===== config.mk =====
export PLATFORM = sky130hd
export DESIGN_NAME = mem_port_arbiter
export DESIGN_NICKNAME = d
export VERILOG_FILES = /design/src/rtl/mem_arb_pkg.sv /design/src/rtl/mem_arb_starve_cnt.sv /design/src/rtl/mem_port_arbiter.sv
export SDC_FILE = /design/constraint.sdc
export NUM_CORES = 1
export LEC_CHECK = 0
export BUFFER_PORTS_ARGS = -buffer_cell sky130_fd_sc_hd__buf_2
export CAP_MARGIN = 20
export CORE_AREA = 3 3 104 106
export CTS_CLUSTER_DIAMETER = 60
export DETAILED_ROUTE_END_ITERATION = 8
export DIE_AREA = 0 0 107 109
export GPL_ROUTABILITY_DRIVEN = 0
export PLACE_DENSITY = 0.67
export RECOVER_POWER = 25
export SETUP_SLACK_MARGIN = 0.15
export SYNTH_ARGS = -nofsm -noshare
export SYNTH_HDL_FRONTEND = slang
export SYNTH_SLANG_ARGS = --single-unit

===== constraint.sdc =====
create_clock -name i_clk -period 3.3 [get_ports i_clk]
set_clock_uncertainty 0.15 [all_clocks]
set_input_delay 0.33 -clock i_clk [delete_from_list [all_inputs] [get_ports i_clk]]
set_output_delay 0.33 -clock i_clk [all_outputs]
set_load 0.01 [all_outputs]

===== src/rtl/mem_arb_pkg.sv =====
// Shared constants and types for the memory port arbiter.
// Width codes follow the memory's 3-bit encoding; bit 2 marks an unsigned load.
package mem_arb_pkg;

   localparam logic [2:0] MEM_W_BYTE         = 3'b000;
   localparam logic [2:0] MEM_W_HALF         = 3'b001;
   localparam logic [2:0] MEM_W_WORD         = 3'b010;
   localparam int         MEM_W_UNSIGNED_BIT = 2;

   // Which requester owns the memory port in a given cycle.
   typedef enum logic [1:0] {
      SRC_NONE = 2'd0,
      SRC_IF   = 2'd1,
      SRC_LS   = 2'd2
   } src_t;

endpackage


===== src/rtl/mem_arb_starve_cnt.sv =====
// Starvation guard for instruction fetch.
// Counts consecutive cycles in which IF asked but was denied, and raises
// if_prio once the count reaches STARVE_LIMIT so IF wins the next contention.
module mem_arb_starve_cnt #(
   parameter int STARVE_LIMIT = 4
) (
   input  logic clk,
   input  logic rst_n,
   input  logic if_req,
   input  logic if_gnt,
   output logic if_prio
);

   localparam logic [3:0] LIMIT = 4'(STARVE_LIMIT);

   logic [3:0] starve_cnt;

   // Saturating denied-cycle count; any grant or idle cycle restarts it.
   always_ff @(posedge clk or negedge rst_n) begin
      if (!rst_n)
         starve_cnt <= '0;
      else if (!if_req || if_gnt)
         starve_cnt <= '0;
      else if (starve_cnt != LIMIT)
         starve_cnt <= starve_cnt + 4'd1;
   end

   assign if_prio = (starve_cnt == LIMIT);

endmodule


===== src/rtl/mem_port_arbiter.sv =====
// Two-requester arbiter for the shared single-port memory (IF and LS).
// Grant is combinational in the request cycle; read data is registered and
// returned one cycle after grant. LS has priority except when the starvation
// guard flips it to IF.
// Optional: define MEM_PORT_ARBITER_PERF_EN to add conflict / starvation-win
// performance counters (o_conflict_cnt, o_starve_cnt).
module mem_port_arbiter
   import mem_arb_pkg::*;
#(
   parameter int N            = 12,
   parameter int STARVE_LIMIT = 4
) (
   input  logic        i_clk,
   input  logic        i_rst_n,
   input  logic        if_req,
   input  logic [31:0] if_addr,
   output logic        if_gnt,
   output logic        if_rvalid,
   output logic [31:0] if_rdata,
   input  logic        ls_req,
   input  logic        ls_we,
   input  logic [31:0] ls_addr,
   input  logic [2:0]  ls_width,
   input  logic [31:0] ls_wdata,
   output logic        ls_gnt,
   output logic        ls_rvalid,
   output logic [31:0] ls_rdata,
   output logic [31:0] mem_addr,
   output logic [2:0]  mem_width,
   output logic        mem_we,
   output logic [31:0] mem_wdata,
   input  logic [31:0] mem_rdata
`ifdef MEM_PORT_ARBITER_PERF_EN
   ,
   output logic [31:0] o_conflict_cnt,
   output logic [31:0] o_starve_cnt
`endif
);

   src_t gnt_src;
   src_t rsp_src;
   logic if_prio;

   // Only the low N index bits reach the memory.
   logic unused_addr_hi;
   assign unused_addr_hi = ^{if_addr[31:N], ls_addr[31:N]};

   mem_arb_starve_cnt #(
      .STARVE_LIMIT (STARVE_LIMIT)
   ) u_starve (
      .clk     (i_clk),
      .rst_n   (i_rst_n),
      .if_req  (if_req),
      .if_gnt  (if_gnt),
      .if_prio (if_prio)
   );

   // Pick the port owner; no grant at all while reset is held.
   always_comb begin
      gnt_src = SRC_NONE;
      if (i_rst_n) begin
         if (ls_req && !(if_req && if_prio))
            gnt_src = SRC_LS;
         else if (if_req)
            gnt_src = SRC_IF;
      end
   end

   assign if_gnt = (gnt_src == SRC_IF);
   assign ls_gnt = (gnt_src == SRC_LS);

   // Drive the memory port from the winner; idle values otherwise.
   always_comb begin
      mem_addr  = '0;
      mem_width = MEM_W_WORD;
      mem_we    = 1'b0;
      mem_wdata = '0;
      case (gnt_src)
         SRC_IF: mem_addr = 32'(if_addr[N-1:0]);
         SRC_LS: begin
            mem_addr  = 32'(ls_addr[N-1:0]);
            mem_width = ls_width;
            mem_we    = ls_we;
            mem_wdata = ls_wdata;
         end
         default: ;
      endcase
   end

   // Capture the response one cycle after grant; stores return zero data.
   always_ff @(posedge i_clk or negedge i_rst_n) begin
      if (!i_rst_n) begin
         rsp_src  <= SRC_NONE;
         if_rdata <= '0;
         ls_rdata <= '0;
      end else begin
         rsp_src <= gnt_src;
         if (gnt_src == SRC_IF)
            if_rdata <= mem_rdata;
         if (gnt_src == SRC_LS)
            ls_rdata <= ls_we ? 32'd0 : mem_rdata;
      end
   end

   assign if_rvalid = (rsp_src == SRC_IF);
   assign ls_rvalid = (rsp_src == SRC_LS);

`ifdef MEM_PORT_ARBITER_PERF_EN
   // Saturating counts of contention cycles and guard-forced IF wins.
   always_ff @(posedge i_clk or negedge i_rst_n) begin
      if (!i_rst_n) begin
         o_conflict_cnt <= '0;
         o_starve_cnt   <= '0;
      end else begin
         if (if_req && ls_req && (o_conflict_cnt != '1))
            o_conflict_cnt <= o_conflict_cnt + 32'd1;
         if (if_gnt && ls_req && (o_starve_cnt != '1))
            o_starve_cnt <= o_starve_cnt + 32'd1;
      end
   end
`endif

endmodule


==> metrics.md <==
| Metric | Value |
|---|---|
| Worst slew pin tran | `0.8410 ns` |
| Max FO, Critical Path | `28` |
| Layout cells sized above 1 | `0.4229` |
| Ports | `272` |
| Max Slew Vio Count | `0` |
| Reg clk slew, reported paths | `0.07 ns` |
| Vias in the first global route | `2,861` |
| Via count | `2,774` |
| Asr flop ratio synth | `1.000` |
| Peak VDD IR | `0.0002828 V` |
| All-Layer GR Usage | `0.1650` |
| Cell row count | `36` |
| Gate Count Post-Synth | `268` |
| ANT nets after route | `0` |
| Seq pwr share | `0.479` |
| Filler Cell Count | `966` |
| Final worst path period share | `0.8677` |
| Slew headroom | `0.4393` |
| Core area | `9864 um^2` |
| Power Density | `511.6 nW/um^2` |
| Worst setup SP type | `input pin` |
| Worst EP required | `2.82 ns` |
| Int Power | `about 1.6 mW` |
| Die Span X | `107 um` |
| Global route overflow | `0` |
| Final hold vios | `0` |
| TritonCTS Buffers | `9` |
| Fin Hold WS | `0.05958 ns` |
| Initial DRC Count | `roughly 160` |
| Biggest area consumer among synthesized cells | `dfrtp_1` |
| Clk_lat worst skew | `0.34 ns` |
| Initial antenna violation count | `0` |
| Seq cells post-synth | `70` |
| Crit. End Element | `output pin` |
| Drt via density | `4.525` |
| HPWL after DPL | `7.806 mm` |
| Yosys cell types | `26` |
| Synthesized area | `3249 um^2` |
| Average size of a mapped cell | `12.12 um^2` |
| Status | `completed` |
| Net Sw Power | `699.2 uW` |
| Post-CTS Setup Inserts | `0` |
| Max frequency | `roughly 350 MHz` |
| CTS tree | `done` |
| Share of the synthesized area in the top cell type | `0.5391` |
| Post-Route WL | `about 10 mm` |
| Initial Utilization | `0.3294` |
| Area Growth Syn to Fin | `38.78%` |
| H-tree Lvls | `3` |
| Switching power share of the total | `0.3031` |
| Comb pwr share | `0.259` |
| Arrival time worst endpoint | `2.38 ns` |
| Setup tns final | `0 ns` |
| Leak | `around 2.3 nW` |
| Buffers added on ports | `approximately 210` |
| RSZ-0062 raised after global routing | `no` |
| # nets final | `617` |
| Worst Hold Class | `input pin to flop` |
| Clk pwr share | `0.262` |
| Sink Count | `70` |
| Yosys Warn Count | `0` |
| Pin count of the biggest net entering global routing | `69` |
| DRC viols | `0` |
| Crit Path Class | `input pin to output pin` |
| Max Buffers Root-to-Sink | `2` |
| Min cycle time layout | `about 2.9 ns` |
| Seq/Total Area, Yosys | `0.5391` |
| Top cells by area, synth | `dfrtp_1, mux2_2, a22o_1` |
| Root buf cell | `clkbuf_8` |
| Final setup fails | `0` |
| Die H | `roughly 110 um` |
| DR pass1 iterations | `4` |
| Met1 GRT Util | `0.1941` |
| Max Cap Viol | `0` |
| Met3 Use GR | `0.05565` |
| Die Area | `11,660 um^2` |
| Routed wire per std cell | `16.24 um` |
| Number of synthesized flops with an enable pin | `0` |
| GR peak layer | `met2` |
| Met2 Usage GRT | `0.2851` |
| First-pass GRT wire length | `14.88 mm` |
| Ys flop type | `dfrtp_1` |
| Antenna diodes | `0` |
-- path summary, 6_finish.rpt --
path	from	end	slack (ns)	cells past startpoint
min in group asynchronous	i_rst_n	rsp_src[0]	0.24	2
worst min-delay path	ls_we	ls_rdata[30]	0.06	2
max in group asynchronous	i_rst_n	ls_rdata[30]	1.61	3
worst max register to register	u_starve.starve_cnt[0]	if_rdata[18]	0.87	7
worst max-delay path	i_rst_n	mem_addr[8]	0.44	8
worst min register to register	ls_rdata[23]	ls_rdata[23]	0.36	1
-- layer usage --
metal / up-vias / wire (um)
met5: - / 0
met4: 0 / 102
met3: 10 / 896
met2: 135 / 4877
met1: 1316 / 4078
li1: 1313 / -
-- final cells by class --
| class | count | area [um^2] | area share |
|---|---|---|---|
| Clock buffer | 14 | 162.7 | 0.03607 |
| Multi-Input combinational cell | 174 | 1348 | 0.2988 |
| Clock inverter | 1 | 5.005 | 0.001110 |
| Sequential cell | 70 | 1752 | 0.3885 |
| Inverter | 3 | 11.26 | 0.002497 |
| Tap cell | 133 | 166.4 | 0.03690 |
| Timing Repair Buffer | 218 | 1065 | 0.2361 |
-- sequential cells by signal, indices dropped and copies added, names as in the netlist --
register	count
rsp_src	2
ls_rdata	32
if_rdata	32
u_starve.starve_cnt	4
-- worst max-delay path, stage by stage --
cell	delay, ns
dlygate4sd3_1	0.53
clkbuf_1	0.27
nand2_1	0.12
a21oi_1	0.27
ha_4	0.43
a22oi_1	0.13
nor2_1	0.14
buf_2	0.15
-- cells in the mapped netlist (5+ instances only) --
master / n
a22o_1: 31
and2_1: 35
nand3b_1: 5
mux2_2: 32
a22oi_1: 12
clkbuf_1: 9
dfrtp_1: 70
buf_2: 7
ha_1: 5
nor2_1: 12
buf_4: 22
-- through the flow --
stage	std cells	utilization	setup WS [ns]	power, mW	cell area, um^2
CTS	612	0.4594	0.1803	2.373	4532
floorplan	287	-	0.7961	1.451	3321
global route	613	0.4571	0.2140	2.451	4509
global placement	596	0.4414	0.5389	1.735	4354
finish	613	0.4571	0.4367	2.307	4509
detailed placement	596	0.4414	0.4584	1.753	4354
-- timing repair --
| item | CTS | global route |
|---|---|---|
| hold buffers | 1 | 0 |
| endpoints found under the setup margin | 0 | 44 |
| hold endpoints to repair | 2 | 0 |
| resized for setup | 0 | 5 |
-- power by group through the flow --
stage / Combinational, mW / Clock (mW) / Sequential (mW)
finish: 0.597 / 0.605 / 1.11
CTS: 0.640 / 0.631 / 1.10
global route: 0.658 / 0.665 / 1.13
floorplan: 0.267 / 0 / 1.18
global placement: 0.628 / 0 / 1.11
detailed placement: 0.639 / 0 / 1.11
-- placed cells by master (no fill, tap or decap), types with 2 or more instances in the layout --
master | netlist | routed
buf_2 | 7 | 148
dfrtp_1 | 70 | 70
clkbuf_1 | 9 | 66
and2_1 | 35 | 35
mux2_2 | 32 | 32
a22o_1 | 31 | 31
conb_1 | 1 | 20
a22oi_1 | 12 | 12
nor2_1 | 12 | 12
clkbuf_8 | 0 | 11
nand3b_1 | 5 | 5
buf_4 | 22 | 4
nand2_1 | 3 | 3
inv_1 | 3 | 3
mux2i_1 | 3 | 3
a21oi_1 | 3 | 2
a21o_1 | 2 | 2
nand2b_1 | 2 | 2
nor2b_1 | 3 | 2
ha_4 | 0 | 2
ha_1 | 5 | 2
-- logic make-up after synthesis --
kind of cell,after synthesis,share of synthesized area
other,1,0.001154
muxes,35,0.1201
AOI/OAI and AO/OA,49,0.1232
DFF,70,0.5391
xor gates and xnor gates,1,0.002696
adders and majority gates,5,0.01925
buffers and inverters,43,0.07855
and+or+nand+nor,64,0.1159
(Power assumes the default switching activity.)
